File: config.mk
export PLATFORM = sky130hd
export DESIGN_NAME = vga_timing_gen
export DESIGN_NICKNAME = d
export VERILOG_FILES = /design/src/rtl/vga_timing_gen.sv
export SDC_FILE = /design/constraint.sdc
export NUM_CORES = 1
export LEC_CHECK = 0
export CORE_UTILIZATION = 45
export DETAILED_ROUTE_END_ITERATION = 6
export HOLD_SLACK_MARGIN = 0.06
export PLACE_DENSITY = 0.89
export REMOVE_ABC_BUFFERS = 1
export SLEW_MARGIN = 30
export SYNTH_ARGS = -nofsm -noshare
export SYNTH_HDL_FRONTEND = slang
export SYNTH_SLANG_ARGS = --single-unit
File: constraint.sdc
create_clock -name clk -period 2.2 [get_ports clk]
set_clock_uncertainty 0.05 [all_clocks]
set_input_delay 0.22 -clock clk [delete_from_list [all_inputs] [get_ports clk]]
set_output_delay 0.22 -clock clk [all_outputs]
set_load 0.005 [all_outputs]
File: src/rtl/vga_timing_gen.sv
// vga_timing_gen: VGA raster timing. Horizontal/vertical counters, sync,
// blanking, and a registered colour/sync/blank output stage so the DAC pins
// are mutually aligned one pixel after the counters.
// Optional build macro VGA_TIMING_TESTPAT_EN adds a testpat_en input that
// swaps the colour source for an 8-bar test pattern.
module vga_timing_gen #(
  parameter int H_ACTIVE = 640,
  parameter int H_FP     = 16,
  parameter int H_SYNC   = 96,
  parameter int H_BP     = 48,
  parameter int V_ACTIVE = 480,
  parameter int V_FP     = 10,
  parameter int V_SYNC   = 2,
  parameter int V_BP     = 33,
  parameter bit HS_POL   = 1'b0,
  parameter bit VS_POL   = 1'b0
) (
  input  logic       clk,
  input  logic       rst_n,
  input  logic       pix_ce,
`ifdef VGA_TIMING_TESTPAT_EN
  input  logic       testpat_en,
`endif
  input  logic [7:0] pixel_r,
  input  logic [7:0] pixel_g,
  input  logic [7:0] pixel_b,
  output logic [9:0] pix_x,
  output logic [9:0] pix_y,
  output logic       active,
  output logic       line_start,
  output logic       frame_start,
  output logic [7:0] vga_r,
  output logic [7:0] vga_g,
  output logic [7:0] vga_b,
  output logic       vga_hs,
  output logic       vga_vs,
  output logic       vga_blank_n
);

  // Totals must stay <= 1024 so every boundary fits the 10-bit counters.
  localparam int H_TOTAL = H_ACTIVE + H_FP + H_SYNC + H_BP;
  localparam int V_TOTAL = V_ACTIVE + V_FP + V_SYNC + V_BP;

  localparam logic [9:0] H_LAST   = 10'(H_TOTAL - 1);
  localparam logic [9:0] V_LAST   = 10'(V_TOTAL - 1);
  localparam logic [9:0] H_ACT    = 10'(H_ACTIVE);
  localparam logic [9:0] V_ACT    = 10'(V_ACTIVE);
  localparam logic [9:0] HS_FIRST = 10'(H_ACTIVE + H_FP);
  localparam logic [9:0] HS_LAST  = 10'(H_ACTIVE + H_FP + H_SYNC - 1);
  localparam logic [9:0] VS_FIRST = 10'(V_ACTIVE + V_FP);
  localparam logic [9:0] VS_LAST  = 10'(V_ACTIVE + V_FP + V_SYNC - 1);

  logic [9:0]      h_cnt_q, h_cnt_d;
  logic [9:0]      v_cnt_q, v_cnt_d;
  logic [2:0][7:0] rgb_q, rgb_d;      // [2]=r, [1]=g, [0]=b
  logic            hs_q, hs_d;
  logic            vs_q, vs_d;
  logic            blank_n_q, blank_n_d;
  logic [2:0][7:0] src_rgb;

  // Raster status straight from the counters; downstream is combinational.
  always_comb begin
    active      = (h_cnt_q < H_ACT) && (v_cnt_q < V_ACT);
    line_start  = pix_ce && (h_cnt_q == 10'd0);
    frame_start = pix_ce && (h_cnt_q == 10'd0) && (v_cnt_q == 10'd0);
  end

  // Counter advance: h wraps at H_LAST, v steps on each h wrap.
  always_comb begin
    h_cnt_d = h_cnt_q;
    v_cnt_d = v_cnt_q;
    if (pix_ce) begin
      if (h_cnt_q == H_LAST) begin
        h_cnt_d = 10'd0;
        v_cnt_d = (v_cnt_q == V_LAST) ? 10'd0 : v_cnt_q + 10'd1;
      end else begin
        h_cnt_d = h_cnt_q + 10'd1;
      end
    end
  end

`ifdef VGA_TIMING_TESTPAT_EN
  logic [9:0] bar_idx;
  // Colour source: eight 80-pixel bars, index bits map to r/g/b, or the
  // resolved generator bus.
  always_comb begin
    bar_idx = h_cnt_q / 10'd80;
    src_rgb = {pixel_r, pixel_g, pixel_b};
    if (testpat_en)
      src_rgb = {{8{bar_idx[2]}}, {8{bar_idx[1]}}, {8{bar_idx[0]}}};
  end
`else
  // Colour source: the resolved generator bus.
  always_comb begin
    src_rgb = {pixel_r, pixel_g, pixel_b};
  end
`endif

  // Output stage: sample colour/sync/blank for the current counters so all
  // pins carry the same pixel one pix_ce later. vsync is decided per pixel.
  always_comb begin
    rgb_d     = rgb_q;
    hs_d      = hs_q;
    vs_d      = vs_q;
    blank_n_d = blank_n_q;
    if (pix_ce) begin
      rgb_d     = active ? src_rgb : '0;
      blank_n_d = active;
      hs_d      = (h_cnt_q >= HS_FIRST && h_cnt_q <= HS_LAST) ? HS_POL : ~HS_POL;
      vs_d      = (v_cnt_q >= VS_FIRST && v_cnt_q <= VS_LAST) ? VS_POL : ~VS_POL;
    end
  end

  // State registers; reset parks sync at its inactive level and blanks.
  always_ff @(posedge clk or negedge rst_n) begin
    if (!rst_n) begin
      h_cnt_q   <= '0;
      v_cnt_q   <= '0;
      rgb_q     <= '0;
      hs_q      <= ~HS_POL;
      vs_q      <= ~VS_POL;
      blank_n_q <= 1'b0;
    end else begin
      h_cnt_q   <= h_cnt_d;
      v_cnt_q   <= v_cnt_d;
      rgb_q     <= rgb_d;
      hs_q      <= hs_d;
      vs_q      <= vs_d;
      blank_n_q <= blank_n_d;
    end
  end

  assign pix_x       = h_cnt_q;
  assign pix_y       = v_cnt_q;
  assign vga_r       = rgb_q[2];
  assign vga_g       = rgb_q[1];
  assign vga_b       = rgb_q[0];
  assign vga_hs      = hs_q;
  assign vga_vs      = vs_q;
  assign vga_blank_n = blank_n_q;

endmodule

==> load_flow_metrics.sql, run 1 <==
INSERT INTO impl_metrics (metric_group, metric, value, unit) VALUES
('grt', 'first_pass_grt_wire_length', '8638', 'µm'),
('min_path', 'holdCritPathClass', 'input port to flip-flop', ''),
('critical_path', 'cpLargestDelayFamily', 'simple AND/OR/NAND/NOR gates', ''),
('place', 'detailed_place.area', '3069', 'µm²'),
('die', 'die_height', '72.57', 'µm'),
('grt', 'antenna_found_initial', '0', ''),
('power', 'totalPowerFinal', '2024', 'µW'),
('grt', 'grt_start_max_net_pins', '58', ''),
('timing', 'final_period_demand_of_the_worst_path', '2073', 'ps'),
('power', 'power_density', '625.4', 'nW/µm²'),
('power', 'p_leak', '0.001446', 'µW'),
('timing', 'final.setup.tns', '0', 'ps'),
('finish', 'syn_to_final_growth', '44.44', '%'),
('clocking', 'clock_tree.htree_level_count', '2', ''),
('critical_path', 'setup.worst_path.start_class', 'flip-flop', ''),
('yosys', 'post-synth-top-area-fraction', '50.25', '%'),
('grt', 'number_of_global_route_vias_before_repair', '1810', ''),
('critical_path', 'critical_path.max_stage_delay', '580', 'ps'),
('yosys', 'synth_flop_cell', 'sky130_fd_sc_hd__dfrtp_1', ''),
('critical_path', 'criticalPathCategory', 'flip-flop to flip-flop', ''),
('yosys', 'synth_warnings', '0', ''),
('yosys', 'synthTopCellsByArea', 'sky130_fd_sc_hd__dfrtp_1 (50%), sky130_fd_sc_hd__o22ai_1 (7.3%), sky130_fd_sc_hd__inv_1 (5.2%), sky130_fd_sc_hd__nand2_1 (5.2%), sky130_fd_sc_hd__dfstp_2 (2.3%)', ''),
('yosys', 'synth_edf_count', '0', ''),
('yosys', 'ys_seq_elements', '47', ''),
('finish', 'count_of_filler_cells_inserted_in_the_layout', '411', ''),
('drt', 'detail_route.iter0.violations', '95', ''),
('die', 'io-pin-count', '77', ''),
('grt', 'met1_track_utilization_from_global_routing', '28.12', '%'),
('grt', 'globalRoute.busiestLayer', 'met2', ''),
('clocking', 'numClockSinks', '47', ''),
('place', 'port_buffers', '76', ''),
('yosys', 'synth_area', '2241', 'µm²'),
('power', 'irDropWorstVdd', '513.8', 'µV'),
('drt', 'route.antenna.remaining_nets', '0', ''),
('finish', 'finalInstanceArea', '3237', 'µm²'),
('clocking', 'numCtsBuffers', '5', ''),
('place', 'place.detailed.hpwl', '3721', 'µm'),
('finish', 'share_of_layout_cells_above_drive_strength_1', '10.36', '%'),
('timing', 'tightestPinTransition', '606.3', 'ps'),
('yosys', 'synthDominantAreaCellType', 'sky130_fd_sc_hd__dfrtp_1', ''),
('clocking', 'tritoncts', 'done', ''),
('timing', 'worst_slew_margin_rel', '59.58', '%'),
('yosys', 'synth.top_cells.by_count', 'sky130_fd_sc_hd__dfrtp_1 (45), sky130_fd_sc_hd__inv_1 (31), sky130_fd_sc_hd__nand2_1 (31)', ''),
('drt', 'wirelength_routed', '5350', 'µm'),
('timing', 'grt_setup_unrepaired', 'no', ''),
('grt', 'grtUsageMet2', '36.14', '%'),
('yosys', 'synth-seq-area-share', '52.60', '%'),
('drt', 'via_count', '1930', ''),
('timing', 'report.final.slew_viol_count', '0', ''),
('finish', 'finalCoreUtilization', '68.08', '%'),
('critical_path', 'worstPathArrival', '2250', 'ps'),
('clocking', 'ctsRootBufferMaster', 'sky130_fd_sc_hd__clkbuf_8', ''),
('clocking', 'maximum_number_of_buffers_from_clock_root_to_sink', '2', ''),
('critical_path', 'path_cells', 'buf_4, ha_1, nand4_4, or4_1, o31a_1, a31oi_2', ''),
('critical_path', 'critical_path_peak_fanout', '7', ''),
('clocking', 'clk-insertion-delay-late', '290', 'ps'),
('job', 'timing.max_cap.violations', '0', ''),
('status', 'run_status', 'complete, no violations', ''),
('clocking', 'reg_clk_slew_reported_paths', '90', 'ps'),
('grt', 'use_met3', '3.472', '%'),
('grt', 'track_usage', '21.38', '%'),
('drt', 'vias_per_cell', '5.133', ''),
('grt', 'globalRouteOverflowTotal', '0', ''),
('die', 'placementRows', '25', ''),
('die', 'design.core.area', '4755', 'µm²'),
('die', 'initial_utilization', '47.13', '%'),
('critical_path', 'slowest_stage', 'sky130_fd_sc_hd__or4_1', ''),
('critical_path', 'worstPathBufferInverterCount', '1', ''),
('yosys', 'ys_async_sr_fraction', '100.0', '%'),
('critical_path', 'crit_required', '2370', 'ps'),
('timing', 'final.period_utilization', '94.21', '%');
## sequential cells by signal, summed over array words and instances, names as in the netlist
name and count:
vga_blank_n 1, vga_hs 1, vga_g 8, pix_x 10, vga_vs 1, pix_y 10
vga_r 8, vga_b 8
## timing repair
action	CTS	global route
gates resized for setup	4	5
buffers inserted	2	0
hold buffers	1	0
hold endpoints to repair	24	0
pin swaps	1	1
setup endpoints to repair	2	1
cloned	0	0
## cells in the final DEF (no fill, tap or decap), types with 3 or more instances in the layout
| cell type | count |
|---|---|
| sky130_fd_sc_hd__and3_1 | 5 |
| sky130_fd_sc_hd__and4_1 | 4 |
| sky130_fd_sc_hd__buf_4 | 9 |
| sky130_fd_sc_hd__clkbuf_8 | 5 |
| sky130_fd_sc_hd__clkdlybuf4s50_1 | 72 |
| sky130_fd_sc_hd__dfrtp_1 | 45 |
| sky130_fd_sc_hd__ha_1 | 3 |
| sky130_fd_sc_hd__inv_1 | 29 |
| sky130_fd_sc_hd__nand2_1 | 31 |
| sky130_fd_sc_hd__nand3_1 | 7 |
| sky130_fd_sc_hd__nand4_1 | 5 |
| sky130_fd_sc_hd__nor2_1 | 9 |
| sky130_fd_sc_hd__nor3_1 | 4 |
| sky130_fd_sc_hd__o21ai_0 | 5 |
| sky130_fd_sc_hd__o22ai_1 | 26 |
| sky130_fd_sc_hd__xnor2_1 | 5 |
## metal layers
metal  vias up  part of all wire, %
met5         -                    0
met4         0                 0.58
met3         4                  5.1
met2        56                   50
met1       923                   45
li1        947                    -
## cells by family (layout without fill, tap and decap cells)
family / Yosys count / count (layout) / synth area share (%)
adders and majority gates: 4 / 4 / 2.233
and+or+nand+nor: 79 / 79 / 19.99
AOI/OAI and AO/OA: 44 / 44 / 13.12
DFF: 47 / 47 / 52.60
xor gates and xnor gates: 7 / 7 / 2.736
buffers and inverters: 45 / 125 / 7.817
muxes: 3 / 3 / 1.507
## stage by stage
step           setup slack (ps)  std cells
2_1_floorplan             370.1        215
3_3_place_gp              167.1        365
3_5_place_dp              136.4        365
4_1_cts                   90.25        376
5_1_grt                   14.03        376
6_report                  127.4        376
## area by class of cell
type | instances | area (µm²) | area share [%]
inverter | 31 | 116.4 | 3.595
clock buffer | 5 | 68.82 | 2.126
timing repair buffer | 86 | 829.5 | 25.63
sequential | 47 | 1179 | 36.41
tap | 67 | 83.83 | 2.590
clock inverter | 3 | 43.79 | 1.353
multi-input combinational | 137 | 915.9 | 28.30
## worst register-to-register path: cells and delay by family, from the launching register on
family	cells	cell delay (ps)
simple gates	2	730
compound gates	2	480
flops	1	370
fa+ha+maj	1	220
buf+inv	1	140
## report_power, final
part	internal, µW	switching [µW]
clock network	338	289
logic	230	181
registers	908	76.8
total	1480	548
## path summary, 6_finish.rpt
path / from / to / slack, ps / depth (start not counted)
hold / removal: pix_ce / vga_hs$_DFFE_PN1P_ / 170 / 2
hold reg to reg: vga_vs$_DFFE_PN1P_ / vga_vs$_DFFE_PN1P_ / 460 / 2
max in group asynchronous: rst_n / vga_b[6]$_DFFE_PN0P_ / 980 / 3
setup reg to reg: pix_x[0]$_DFFE_PN0P_ / pix_y[9]$_DFFE_PN0P_ / 130 / 6
min in group asynchronous: rst_n / pix_y[6]$_DFFE_PN0P_ / 410 / 2
setup / recovery: pix_x[0]$_DFFE_PN0P_ / pix_y[9]$_DFFE_PN0P_ / 130 / 6
(Power assumes the default switching activity.)
==> run 2, diff against run 1 <==
--- a/config.mk
+++ b/config.mk
@@ -7,6 +7,8 @@
 export LEC_CHECK = 0
 export CORE_UTILIZATION = 45
 export DETAILED_ROUTE_END_ITERATION = 6
+export GPL_ROUTABILITY_DRIVEN = 0
+export GPL_TIMING_DRIVEN = 0
 export HOLD_SLACK_MARGIN = 0.06
 export PLACE_DENSITY = 0.89
 export REMOVE_ABC_BUFFERS = 1
==> load_flow_metrics.sql, run 2 (synthesis gave the netlist of run 1 again) <==
INSERT INTO impl_metrics (metric_group, metric, value, unit) VALUES
('status', 'run_status', 'complete, no violations', ''),
('grt', 'globalRouteOverflowTotal', '0', ''),
('place', 'post-place-ws', '-334.4', 'ps'),
('critical_path', 'slowest_stage', 'sky130_fd_sc_hd__clkdlybuf4s50_1', ''),
('timing', 'final_period_demand_of_the_worst_path', '2109', 'ps'),
('timing', 'tightestPinTransition', '594.3', 'ps'),
('timing', 'timing.final.setup_violations', '0', ''),
('finish', 'syn_to_final_growth', '44.95', '%'),
('finish', 'layout.cells.most_common', 'sky130_fd_sc_hd__clkdlybuf4s50_1', ''),
('clocking', 'numCtsBuffers', '5', ''),
('drt', 'routedWlPerCell', '14.30', 'µm'),
('die', 'die_w', '72.57', 'µm'),
('finish', 'share_of_layout_cells_above_drive_strength_1', '11.69', '%'),
('critical_path', 'setup.worst_path.start_class', 'flip-flop', ''),
('timing', 'report.final.slew_viol_count', '0', ''),
('power', 'power_density', '584.6', 'nW/µm²'),
('critical_path', 'criticalPathCategory', 'flip-flop to output pin', ''),
('die', 'design.core.area', '4755', 'µm²'),
('grt', 'antenna_found_initial', '0', ''),
('finish', 'top_library_cells_by_usage_in_the_layout_fill_and_taps_aside', 'sky130_fd_sc_hd__clkdlybuf4s50_1 (73), sky130_fd_sc_hd__dfrtp_1 (38), sky130_fd_sc_hd__nand2_1 (31)', ''),
('place', 'port_buffers', '76', ''),
('finish', 'diodes', '0', ''),
('critical_path', 'critical_path.max_stage_delay', '500', 'ps'),
('drt', 'vias_per_cell', '5.280', ''),
('clocking', 'ctsRootBufferMaster', 'sky130_fd_sc_hd__clkbuf_8', ''),
('timing', 'grt_setup_unrepaired', 'no', ''),
('timing', 'final.period_utilization', '95.86', '%'),
('clocking', 'numClockSinks', '47', ''),
('drt', 'detail_route.iter0.violations', '64', ''),
('die', 'design.die.area', '5266', 'µm²'),
('finish', 'num-nets-final', '338', ''),
('drt', 'remaining_drc_errors', '0', ''),
('power', 'irDropWorstVdd', '430.0', 'µV'),
('die', 'die_height', '72.57', 'µm'),
('drt', 'via_count', '1980', ''),
('grt', 'grt_start_max_net_pins', '48', ''),
('min_path', 'holdCritPathClass', 'input port to flip-flop', ''),
('clocking', 'clock_tree.htree_level_count', '2', ''),
('grt', 'first_pass_grt_wire_length', '8597', 'µm'),
('place', 'place.detailed.hpwl', '3484', 'µm'),
('job', 'timing.max_cap.violations', '0', ''),
('finish', 'layoutNonFillerInstCount', '375', ''),
('die', 'io-pin-count', '77', ''),
('die', 'placementRows', '25', ''),
('clocking', 'reg_clk_slew_reported_paths', '90', 'ps'),
('clocking', 'clk-insertion-delay-late', '300', 'ps'),
('critical_path', 'critical_path_peak_fanout', '2', ''),
('drt', 'wirelength_routed', '5361', 'µm'),
('clocking', 'maximum_number_of_buffers_from_clock_root_to_sink', '2', ''),
('drt', 'route.antenna.remaining_nets', '0', ''),
('timing', 'number_of_endpoints_with_negative_hold_slack_in_the_final_report', '0', ''),
('timing', 'worst_slew_margin_rel', '60.08', '%'),
('place', 'dp_cells', '359', ''),
('power', 'p_leak', '0.001404', 'µW'),
('critical_path', 'worstPathArrival', '1840', 'ps'),
('critical_path', 'crit_path_end_kind', 'output pin', ''),
('critical_path', 'path_cells', 'inv_1, ha_1, nor4b_4, and3_1, clkdlybuf4s50_1', ''),
('drt', 'drtPass1Iterations', '4', ''),
('timing', 'finalWorstSetupSlack', '91.11', 'ps'),
('grt', 'track_usage', '21.10', '%'),
('grt', 'number_of_global_route_vias_before_repair', '1789', ''),
('timing', 'fmax', '474.2', 'MHz'),
('clocking', 'tritoncts', 'done', ''),
('die', 'initial_utilization', '47.13', '%'),
('critical_path', 'crit_required', '1930', 'ps');
## run 2: area by class of cell
type,count,area (µm²)
fillers,394,1506
flip-flops and latches,47,1187
multi-input cells,138,942.2
repair buffers,84,827.0
inverters,31,116.4
clock buffers,7,86.33
well taps,67,83.83
clock inverters,1,5.005
## run 2: timing repair
action / CTS / global route
resized for setup: 15 / 2
setup endpoints to repair: 3 / 1
hold buffers: 1 / 0
hold endpoints to repair: 45 / 0
gates cloned: 1 / 0
pin swaps: 3 / 2
setup buffers: 2 / 4
## run 2: metrics by stage
stage | instance area (µm²) | utilization [%] | hold WS, ps | TNS, ps | power [µW]
global route | 3248 | 68.32 | 304.9 | 0 | 1975
CTS | 3216 | 67.63 | 286.3 | 0 | 1906
detailed placement | 3039 | 63.92 | 214.6 | -334.4 | 1330
floorplan | 2182 | - | -125.6 | 0 | 1122
finish | 3248 | 68.32 | 295.8 | 0 | 1899
global placement | 3027 | 63.66 | 437.1 | -48250 | 1321
## run 2: critical path, delay by kind of cell (launching register included)
family	cells	cell delay, ps
buffers and inverters	2	580
AND/OR/NAND/NOR	2	410
flip-flops	1	390
adder cells (fa/ha/maj)	1	150
## run 2: path summary, 6_finish.rpt
| path | startpoint | end | slack [ps] | cells past startpoint |
|---|---|---|---|---|
| hold reg to reg | vga_blank_n$_DFFE_PN0P_ | vga_blank_n$_DFFE_PN0P_ | 460 | 1 |
| setup reg to reg | pix_x[1]$_DFFE_PN0P_ | pix_y[9]$_DFFE_PN0P_ | 130 | 6 |
| setup / recovery | pix_x[1]$_DFFE_PN0P_ | line_start | 90 | 5 |
| max in group asynchronous | rst_n | pix_x[3]$_DFFE_PN0P_ | 1240 | 2 |
| min in group asynchronous | rst_n | vga_g[4]$_DFFE_PN0P_ | 410 | 2 |
| hold / removal | pix_ce | pix_x[1]$_DFFE_PN0P_ | 300 | 3 |
## run 2: routing by layer
layer  track usage [%]  share of wire, %  vias to the layer above
li1                  -                 -                      951
met1             27.00                44                      964
met2             36.66                51                       57
met3             4.444               4.1                        8
met4             5.011               1.0                        0
met5                 0                 0                        -
## run 2: report_power, final
| part | internal (µW) | total (µW) | switching [µW] |
|---|---|---|---|
| logic | 207 | 336 | 129 |
| registers | 912 | 1030 | 114 |
| clock network | 254 | 538 | 284 |
| total | 1370 | 1900 | 526 |
==> run 3, diff against run 2 <==
--- a/config.mk
+++ b/config.mk
@@ -12,6 +12,7 @@
 export HOLD_SLACK_MARGIN = 0.06
 export PLACE_DENSITY = 0.89
 export REMOVE_ABC_BUFFERS = 1
+export SETUP_SLACK_MARGIN = 0.3
 export SLEW_MARGIN = 30
 export SYNTH_ARGS = -nofsm -noshare
 export SYNTH_HDL_FRONTEND = slang
==> load_flow_metrics.sql, run 3 (synthesis gave the netlist of run 1 again) <==
INSERT INTO impl_metrics (metric_group, metric, value, unit) VALUES
('timing', 'final.period_utilization', '88.49', '%'),
('finish', 'share_of_layout_cells_above_drive_strength_1', '20.31', '%'),
('grt', 'first_pass_grt_wire_length', '8901', 'µm'),
('timing', 'number_of_endpoints_with_negative_hold_slack_in_the_final_report', '0', ''),
('drt', 'via_count', '2035', ''),
('finish', 'num-nets-final', '355', ''),
('finish', 'top_library_cells_by_usage_in_the_layout_fill_and_taps_aside', 'sky130_fd_sc_hd__clkdlybuf4s50_1 (71), sky130_fd_sc_hd__dfrtp_1 (35), sky130_fd_sc_hd__nand2_1 (31)', ''),
('critical_path', 'setup.worst_path.start_class', 'flip-flop', ''),
('drt', 'remaining_drc_errors', '0', ''),
('clocking', 'tritoncts', 'done', ''),
('die', 'initial_utilization', '47.13', '%'),
('power', 'power_density', '567.9', 'nW/µm²'),
('finish', 'layoutNonFillerInstCount', '392', ''),
('timing', 'report.final.slew_viol_count', '0', ''),
('drt', 'detail_route.iter0.violations', '115', ''),
('drt', 'drtPass1Iterations', '4', ''),
('power', 'irDropWorstVdd', '471.7', 'µV'),
('grt', 'track_usage', '21.94', '%'),
('clocking', 'numCtsBuffers', '5', ''),
('timing', 'tightestPinTransition', '594.1', 'ps'),
('die', 'design.die.area', '5266', 'µm²'),
('place', 'place.detailed.hpwl', '3484', 'µm'),
('clocking', 'maximum_number_of_buffers_from_clock_root_to_sink', '2', ''),
('critical_path', 'slowest_stage', 'sky130_fd_sc_hd__dfrtp_2', ''),
('die', 'design.core.area', '4755', 'µm²'),
('grt', 'antenna_found_initial', '0', ''),
('timing', 'final_period_demand_of_the_worst_path', '1947', 'ps'),
('die', 'io-pin-count', '77', ''),
('die', 'placementRows', '25', ''),
('drt', 'route.antenna.remaining_nets', '0', ''),
('min_path', 'holdCritPathClass', 'input port to flip-flop', ''),
('critical_path', 'critical_path_peak_fanout', '9', ''),
('drt', 'routedWlPerCell', '14.71', 'µm'),
('clocking', 'clock_tree.htree_level_count', '2', ''),
('job', 'timing.max_cap.violations', '0', ''),
('critical_path', 'crit_required', '1930', 'ps'),
('timing', 'finalHoldWorstSlack', '291.2', 'ps'),
('timing', 'worst_slew_margin_rel', '60.39', '%'),
('grt', 'globalRouteOverflowTotal', '0', ''),
('die', 'die_w', '72.57', 'µm'),
('power', 'p_leak', '0.001503', 'µW'),
('grt', 'grt_start_max_net_pins', '48', ''),
('timing', 'fmax', '513.7', 'MHz'),
('place', 'port_buffers', '76', ''),
('grt', 'number_of_global_route_vias_before_repair', '1850', ''),
('critical_path', 'crit_path_end_kind', 'output pin', ''),
('die', 'die_height', '72.57', 'µm'),
('drt', 'wirelength_routed', '5767', 'µm'),
('place', 'post-place-ws', '-334.4', 'ps'),
('finish', 'layout.cells.most_common', 'sky130_fd_sc_hd__clkdlybuf4s50_1', ''),
('clocking', 'clk-insertion-delay-late', '300', 'ps'),
('critical_path', 'worstPathArrival', '1680', 'ps'),
('timing', 'timing.final.setup_violations', '0', ''),
('power', 'totalPowerFinal', '1944', 'µW'),
('finish', 'syn_to_final_growth', '52.76', '%'),
('place', 'dp_cells', '359', ''),
('timing', 'grt_setup_unrepaired', 'yes', ''),
('critical_path', 'criticalPathCategory', 'flip-flop to output pin', ''),
('drt', 'vias_per_cell', '5.191', ''),
('clocking', 'numClockSinks', '47', ''),
('timing', 'final.setup.tns', '0', 'ps'),
('clocking', 'ctsRootBufferMaster', 'sky130_fd_sc_hd__clkbuf_8', ''),
('finish', 'diodes', '0', ''),
('critical_path', 'path_cells', 'nor4_1, and3_4, and4_1, buf_2', ''),
('status', 'run_status', 'complete, no violations', ''),
('clocking', 'reg_clk_slew_reported_paths', '80', 'ps'),
('timing', 'finalWorstSetupSlack', '253.2', 'ps'),
('critical_path', 'critical_path.max_stage_delay', '480', 'ps');
[run 3: layer usage]
| metal | up-vias | wire length, µm | GRT usage (%) |
|---|---|---|---|
| li1 | 992 | - | - |
| met1 | 974 | 2505 | 27.91 |
| met2 | 61 | 2950 | 37.28 |
| met3 | 8 | 241 | 4.861 |
| met4 | 0 | 70 | 6.972 |
| met5 | - | 0 | 0 |
[run 3: timing repair]
item,CTS,global route
resized for setup,19,20
gates cloned,1,0
setup buffers,9,14
endpoints found under the setup margin,34,11
pin swaps,5,8
endpoints found under the hold margin,45,0
hold buffers,1,0
[run 3: through the flow]
step                      instance area (µm²)  utilization [%]
after global routing                     3423            72.00
after global placement                   3027            63.66
final                                    3423            72.00
after floorplan                          2182                -
after CTS                                3284            69.08
after detailed placement                 3039            63.92
[run 3: area by class of cell]
class,count,area [µm²]
multi-input combinational,138,979.7
inverter,31,116.4
clock inverter,1,5.005
fill,364,1331
timing repair buffer,101,960.9
sequential,47,1191
tap,67,83.83
clock buffer,7,86.33
[run 3: critical path, delay by kind of cell, from the launching register on]
family,cells,cell delay (ps)
buf+inv,1,110
flops,1,480
simple gates,3,790
[run 3: power breakdown]
group,switching [µW],internal (µW)
Sequential,116,912
Clock,285,254
Combinational,143,235
Total,544,1400
[run 3: worst paths after layout]
path,slack [ps],startpoint,to,depth (start not counted)
setup reg to reg,260,pix_x[0]$_DFFE_PN0P_,pix_y[9]$_DFFE_PN0P_,7
min in group asynchronous,410,rst_n,pix_y[1]$_DFFE_PN0P_,2
setup / recovery,250,pix_x[6]$_DFFE_PN0P_,frame_start,4
hold / removal,290,pix_ce,vga_b[5]$_DFFE_PN0P_,3
hold reg to reg,450,vga_vs$_DFFE_PN1P_,vga_vs$_DFFE_PN1P_,2
max in group asynchronous,1240,rst_n,pix_x[5]$_DFFE_PN0P_,2
